`src/rtl/imm_encoder_pkg.sv`:
```
// Shared opcodes, error codes and helpers for the immediate encoder.
// The err_cnt feature is gated by the IMM_ENC_ERR_CNT_EN macro in imm_encoder.
package imm_encoder_pkg;

  localparam logic [6:0] OP_I  = 7'b0010011;
  localparam logic [6:0] OP_LW = 7'b0000011;
  localparam logic [6:0] OP_S  = 7'b0100011;
  localparam logic [6:0] OP_B  = 7'b1100011;
  localparam logic [6:0] OP_U  = 7'b0110111;
  localparam logic [6:0] OP_J  = 7'b1101111;

  localparam logic [31:0] NOP_INST = 32'h0000_0013;

  typedef enum logic [1:0] {
    ERR_NONE  = 2'd0,
    ERR_RANGE = 2'd1,
    ERR_ALIGN = 2'd2,
    ERR_OP    = 2'd3
  } err_code_t;

  // True when v equals the sign extension of its low 'bits' bits.
  function automatic logic fits_signed(input logic [31:0] v, input int unsigned bits);
    logic [31:0] hi;
    hi = $signed(v) >>> (bits - 1);
    return (hi == '0) || (hi == '1);
  endfunction

endpackage

```
`src/rtl/imm_encoder_field_pack.sv`:
```
// Combinational field packer and encodability check for one request.
module imm_field_pack
  import imm_encoder_pkg::*;
(
  input  logic [6:0]  op,
  input  logic [4:0]  rd,
  input  logic [4:0]  rs1,
  input  logic [4:0]  rs2,
  input  logic [2:0]  funct3,
  input  logic [31:0] imm,
  output logic [31:0] word,
  output err_code_t   err_code
);

  logic [31:0] raw;
  logic        op_ok;
  logic        misaligned;
  logic        in_range;

  always_comb begin
    raw        = '0;
    op_ok      = 1'b1;
    misaligned = 1'b0;
    in_range   = 1'b1;
    case (op)
      OP_I, OP_LW: begin
        raw      = {imm[11:0], rs1, funct3, rd, op};
        in_range = fits_signed(imm, 12);
      end
      OP_S: begin
        raw      = {imm[11:5], rs2, rs1, funct3, imm[4:0], op};
        in_range = fits_signed(imm, 12);
      end
      OP_B: begin
        raw        = {imm[12], imm[10:5], rs2, rs1, funct3, imm[4:1], imm[11], op};
        in_range   = fits_signed(imm, 13);
        misaligned = imm[0];
      end
      OP_U: begin
        raw      = {imm[31:12], rd, op};
        in_range = (imm[11:0] == 12'h000);
      end
      OP_J: begin
        raw        = {imm[20], imm[10:1], imm[11], imm[19:12], rd, op};
        in_range   = fits_signed(imm, 21);
        misaligned = imm[0];
      end
      default: op_ok = 1'b0;
    endcase
  end

  always_comb begin
    if (!op_ok)          err_code = ERR_OP;
    else if (misaligned) err_code = ERR_ALIGN;
    else if (!in_range)  err_code = ERR_RANGE;
    else                 err_code = ERR_NONE;
    word = (err_code == ERR_NONE) ? raw : NOP_INST;
  end

endmodule

```
`src/rtl/imm_encoder.sv`:
```
// Two-stage immediate encoder pipeline with valid/ready on both sides.
// Define IMM_ENC_ERR_CNT_EN to build the saturating error counter behind err_cnt.
module imm_encoder
  import imm_encoder_pkg::*;
(
  input  logic        clk,
  input  logic        rst_n,
  input  logic        in_valid,
  output logic        in_ready,
  input  logic [6:0]  op,
  input  logic [4:0]  rd,
  input  logic [4:0]  rs1,
  input  logic [4:0]  rs2,
  input  logic [2:0]  funct3,
  input  logic [31:0] imm,
  output logic        out_valid,
  input  logic        out_ready,
  output logic [31:0] inst,
  output logic        out_err,
  output logic [1:0]  err_code,
  output logic [15:0] err_cnt
);

  logic        rdy_q, rdy_d;
  logic        s1_valid_q, s1_valid_d;
  logic [31:0] s1_inst_q, s1_inst_d;
  err_code_t   s1_err_q, s1_err_d;
  logic        out_valid_q, out_valid_d;
  logic [31:0] inst_q, inst_d;
  err_code_t   err_q, err_d;

  logic        advance;
  logic        accept;
  logic [31:0] pack_word;
  err_code_t   pack_err;

  imm_field_pack u_pack (
    .op       (op),
    .rd       (rd),
    .rs1      (rs1),
    .rs2      (rs2),
    .funct3   (funct3),
    .imm      (imm),
    .word     (pack_word),
    .err_code (pack_err)
  );

  // rdy_q holds in_ready low until the first clock after reset release.
  assign advance  = !out_valid_q || out_ready;
  assign in_ready = rdy_q && (advance || !s1_valid_q);
  assign accept   = in_valid && in_ready;

  always_comb begin
    rdy_d       = 1'b1;
    s1_valid_d  = s1_valid_q;
    s1_inst_d   = s1_inst_q;
    s1_err_d    = s1_err_q;
    out_valid_d = out_valid_q;
    inst_d      = inst_q;
    err_d       = err_q;
    if (advance || !s1_valid_q) s1_valid_d = accept;
    if (accept) begin
      s1_inst_d = pack_word;
      s1_err_d  = pack_err;
    end
    if (advance) begin
      out_valid_d = s1_valid_q;
      if (s1_valid_q) begin
        inst_d = s1_inst_q;
        err_d  = s1_err_q;
      end
    end
  end

  always_ff @(posedge clk or negedge rst_n) begin
    if (!rst_n) begin
      rdy_q       <= 1'b0;
      s1_valid_q  <= 1'b0;
      s1_inst_q   <= '0;
      s1_err_q    <= ERR_NONE;
      out_valid_q <= 1'b0;
      inst_q      <= '0;
      err_q       <= ERR_NONE;
    end else begin
      rdy_q       <= rdy_d;
      s1_valid_q  <= s1_valid_d;
      s1_inst_q   <= s1_inst_d;
      s1_err_q    <= s1_err_d;
      out_valid_q <= out_valid_d;
      inst_q      <= inst_d;
      err_q       <= err_d;
    end
  end

  assign out_valid = out_valid_q;
  assign inst      = inst_q;
  assign err_code  = err_q;
  assign out_err   = (err_q != ERR_NONE);

`ifdef IMM_ENC_ERR_CNT_EN
  logic [15:0] err_cnt_q, err_cnt_d;

  always_comb begin
    err_cnt_d = err_cnt_q;
    if (out_valid_q && out_ready && out_err && (err_cnt_q != 16'hFFFF))
      err_cnt_d = err_cnt_q + 16'd1;
  end

  always_ff @(posedge clk or negedge rst_n) begin
    if (!rst_n) err_cnt_q <= '0;
    else        err_cnt_q <= err_cnt_d;
  end

  assign err_cnt = err_cnt_q;
`else
  assign err_cnt = '0;
`endif

endmodule

```
`config.mk`:
```
export PLATFORM = sky130hd
export DESIGN_NAME = imm_encoder
export DESIGN_NICKNAME = d
export VERILOG_FILES = /design/src/rtl/imm_encoder_pkg.sv /design/src/rtl/imm_encoder_field_pack.sv /design/src/rtl/imm_encoder.sv
export SDC_FILE = /design/constraint.sdc
export NUM_CORES = 1
export LEC_CHECK = 0
export CORE_MARGIN = 1.5
export CORE_UTILIZATION = 50
export CTS_CLUSTER_SIZE = 14
export DETAILED_ROUTE_END_ITERATION = 6
export DONT_BUFFER_PORTS = 1
export GPL_ROUTABILITY_DRIVEN = 0
export GPL_TIMING_DRIVEN = 0
export PLACE_DENSITY = 0.67
export SETUP_SLACK_MARGIN = 0.5
export SLEW_MARGIN = 25
export SYNTH_ARGS = -nofsm -noshare
export SYNTH_HDL_FRONTEND = slang
export SYNTH_SLANG_ARGS = --single-unit
export TNS_END_PERCENT = 100
```
`constraint.sdc`:
```
create_clock -name clk -period 2.9 [get_ports clk]
set_input_delay 0.87 -clock clk [delete_from_list [all_inputs] [get_ports clk]]
set_output_delay 0.87 -clock clk [all_outputs]
set_load 0.02 [all_outputs]
```
# After elaboration in Yosys (flattened, before gate mapping)
# Index checks and enable logic that the tools add are counted.
# word_totals
wordCells,44
register_bits,71
# classes
n_mux,8
n_reduce_logical,20
n_eq_ne,9
# op_table
op,n
32-bit case mux with 5 select lines,1
"32-bit equality test, second input constant",3
32-bit zero test,3
32-bit two-way mux,1
"7-bit by 6-bit equality test with 1-bit output, second input constant",2
"7-bit equality test, second input constant",2
12-bit zero test,1
"7-bit by 2-bit equality test with 1-bit output, second input constant",1
"7-bit by 5-bit equality test with 1-bit output, second input constant",1
6-bit OR reduction,1
1-bit logical OR,5
2-bit two-way mux,2
1-bit case mux with 4 select lines,1
2-bit OR reduction,2
1-bit two-way mux,3
3-bit OR reduction,1
1-bit logical AND,2
1-bit zero test,2
2-bit zero test,1
2-bit AND reduction,1
2-bit nonzero test,1

# Longest topological paths before layout
# depth
ltp_word,8
ltp_mapped,8

# Hierarchy
# A second synthesis with hierarchy kept.
# hier_totals
hier_cells,316
area_unflattened_um2,3819.9
# modules_own_cells
mod,seq_area_each_um2,cells_each,n_inst,area_each_um2
imm_encoder,1776.7,173,1,2934.1
imm_field_pack,0.0,143,1,885.8

# Worst setup path after synthesis
# OpenSTA, ideal clock, no wires.
# synth_timing
path_type,in2reg
start,input imm[23]
end,register s1_err_q[0]
cell_stages,6
path_buffers,0
setup_slack_ns,0.543
setup_ns,0.126
t_arrival_ns,2.231
path_cell_list,nor4_1 -> nand3_1 -> or3_4 -> a21boi_4 -> nor4_2 -> a221o_1
# synth_between
elab_chain_len,6
word_cells_on_any_way,13
cone_classes,eq/ne: 3; mux: 4; reduce/logical: 6
# synth_rtl
item,line,text
from (decl),imm_encoder.sv:15,"input logic [31:0] imm,"
32-bit equality test or 32-bit zero test (tied branches),imm_encoder_pkg.sv:25,return (hi == '0) || (hi == '1);
1-bit logical OR,imm_encoder_pkg.sv:25,
1-bit case mux with 4 select lines *,imm_encoder_field_pack.sv:25,case (op)
1-bit two-way mux *,imm_encoder_field_pack.sv:55,else if (!in_range) err_code = ERR_RANGE;
2-bit two-way mux *,imm_encoder_field_pack.sv:54,else if (misaligned) err_code = ERR_ALIGN;
2-bit two-way mux *,imm_encoder_field_pack.sv:53,if (!op_ok) err_code = ERR_OP;
to (signal assigned),imm_encoder.sv:88,s1_err_q <= s1_err_d;
to (decl),imm_encoder.sv:27,"err_code_t s1_err_q, s1_err_d;"
# Every way passes the cells marked *; elsewhere a longest branch is shown, timed or not.
# A chain may end at the register's enable or synchronous reset.

# Final worst setup path
# layout_timing
start,input imm[28]
end,register s1_err_q[0]
# Same word-level chain as after synthesis.

==> impl_metrics.json <==
{
  "run_status": "finished clean",
  "synth_top_area_share_pct": 50.8,
  "grt_max_degree": 72,
  "synth_commonest_cells": "dfrtp_1 (71), nand2_1 (40), mux2_2 (32), a22oi_1 (19), o21ai_2 (19)",
  "start_util_pct": 51.5,
  "synth-compound-area-share_pct": 17.5,
  "synthMuxAreaShare_pct": 10.6,
  "cts_htree_levels": 3,
  "io_buffer_count": 0,
  "fin_area_sq_um": 3880,
  "fin_nets": 403,
  "path_delay_family": "simple AND/OR/NAND/NOR gates",
  "power_frac_seq_pct": 51.9,
  "worstPathCellList": "nor4_1 -> nand3_1 -> or3_4 -> a21boi_4 -> nor4_2 -> a221o_1",
  "clkLatencyLatePin_ps": 340,
  "whs_ps": 209,
  "syn-cell-area_sq_um": 3500,
  "wire_per_inst_um": 17.9,
  "synth_enable_flop_cells": 0,
  "die_x_um": 86.6,
  "final_cells": 443,
  "tightest_slew_ps": 789,
  "power_switching_uw": 489,
  "gr-total-overflow": 0,
  "die_area_sq_um": 7500,
  "dpl-instance-area_sq_um": 3670,
  "finalCritPeriodShare_pct": 75.8,
  "synth_top_cell_by_area": "dfrtp_1",
  "synth_top_family_by_area": "compound AO/OA/AOI/OAI gates",
  "detail-route-antenna-nets": 0,
  "placedCellCount": 427,
  "path_class": "in -> reg",
  "finalPower_mw": 1.99,
  "synthSimpleGateAreaFrac_pct": 15.3,
  "cp.depth": 6,
  "setup_viol": 0,
  "crit_fanout": 8,
  "synth.ff_latch_count": 71,
  "cp-start-kind": "primary input",
  "cts_num_sinks": 71,
  "ys_warn_count": 0,
  "post-route-min-period_ps": 2200,
  "cp_slowest_cell": "or3_4",
  "max_freq_ghz": 0.455,
  "antenna_found_initial": 0,
  "pwr-share-comb_pct": 6.9,
  "finalWorstSetupSlack_ps": 701,
  "slew_viol_final": 0,
  "num_antenna_cells": 0,
  "reg2reg_depth": 4,
  "firstDrtPassIters": 7,
  "grt_first_pass_wirelength_um": 12900,
  "ys_types": 55,
  "vias_per_cell": 5.61,
  "synthAdderAreaFrac_pct": 0,
  "critPathCaptureType": "flop",
  "core_sq_um": 6790,
  "vias": 2485,
  "worstPathRequired_ps": 3130,
  "grt_usage_pct": 23.1,
  "cts-hold-fix-buffers": 0,
  "std_cell_rows": 30,
  "syn_area_per_cell_sq_um": 11.1,
  "rsz0062_at_grt": "false",
  "root_buffer": "clkbuf_8",
  "finalWirelength_um": 7930,
  "grt_pass1_vias": 2446,
  "worst_ep_arrival_time_ps": 2430,
  "fin_skew_ps": 8.76,
  "dpl_worst_slack_ps": 330,
  "setup_tns_ps": 0,
  "cellInternalPower_mw": 1.50,
  "clk_pin_slew_ps": 80,
  "power_density_nw_per_um2": 513,
  "clkPwrFrac_pct": 41.1,
  "cts_tree": "done",
  "dp_hpwl_um": 5780,
  "critical_path.max_stage_delay_ps": 420,
  "synth-main-ff-cell": "dfrtp_1",
  "synth_xor_xnor_area_share_pct": 0,
  "final_util_pct": 57.2,
  "drive_above_1_share_pct": 29.1,
  "synth_most_common_cell": "dfrtp_1",
  "cts_buffers": 9,
  "ctsLongestPathBuffers": 2,
  "p_leak_nw": 1.68,
  "synthArstFlopShare_pct": 100,
  "synth_area_leaders": "dfrtp_1 (51%), mux2_2 (10%), o21ai_2 (4.8%)",
  "slew_headroom_pct": 47.0,
  "hold_viol_final": 0,
  "initialDrtViolationCount": 150,
  "ios": 114,
  "dieHeight_um": 86.6,
  "syn_inst": 316,
  "vdd_drop_max_mv": 0.257,
  "yosysSeqAreaShare_pct": 50.8,
  "p_sw_share_pct": 24.5,
  "cp.buffers_inverters": 0,
  "drc": 0,
  "drv_cap": 0,
  "synthToLayoutAreaGrowth_pct": 11.1,
  "hp-class": "in -> async"
}
## flip-flops by register name, indices dropped and copies added, names as in the netlist
| register | flops |
|---|---|
| s1_inst_q | 32 |
| out_valid | 1 |
| s1_err_q | 2 |
| err_code | 2 |
| rdy_q | 1 |
| s1_valid_q | 1 |
| inst | 32 |
## power by group through the flow
stage / combinational (mW) / sequential, mW / clock (mW)
after CTS: 0.138 / 1.04 / 0.837
final: 0.138 / 1.03 / 0.820
after global routing: 0.152 / 1.04 / 0.885
after detailed placement: 0.138 / 1.05 / 0
after global placement: 0.136 / 1.05 / 0
after floorplan: 0.118 / 1.05 / 0
## final cells by class
class                   count  area (sq um)
inverters                   3          11.3
multi-input cells         228          1580
clock inverters             5          56.3
fillers                   612          2910
well taps                  96           120
clock buffers              11           151
plain buffers              29           185
flip-flops and latches     71          1780
## worst paths after layout
kind | from | slack (ps) | to
min | rst_n | 210 | inst[4]
max | imm[28] | 700 | s1_err_q[0]
min reg2reg | s1_inst_q[0] | 480 | s1_inst_q[0]
min in group clk | s1_inst_q[0] | 480 | s1_inst_q[0]
max reg2reg | out_valid | 880 | inst[16]
max in group asynchronous | rst_n | 2570 | s1_inst_q[16]
## layout by cell type (no fill, tap or decap), types with 6 or more instances in the layout
master    count
nor2_1        7
clkbuf_8     11
nand2b_1      8
a22oi_1      19
mux2_2       32
o21ai_1      10
nand2_1      40
buf_4        16
dfrtp_1      71
nor4_1        6
conb_1       17
clkbuf_1      9
o21ai_2      19
nand3_1       7
## what timing repair did
item / in CTS / in global routing
endpoints found under the setup margin: 0 / 1
resized for setup: 0 / 1
buffers inserted: 0 / 0
## cell families (layout without fill, tap and decap cells)
family / after synthesis / in the layout
muxes: 33 / 33
DFF: 71 / 71
AOI/OAI and AO/OA: 78 / 78
and+or+nand+nor: 100 / 100
other: 2 / 17
buffers and inverters: 32 / 48
## per-layer routing
layer | global-route usage, % | vias up | share of wire [%]
li1 | - | 1177 | -
met1 | 29.8 | 1183 | 41
met2 | 36.0 | 111 | 48
met3 | 6.38 | 14 | 7.7
met4 | 11.1 | 0 | 2.8
met5 | 0 | - | 0
(Power assumes the default switching activity.)
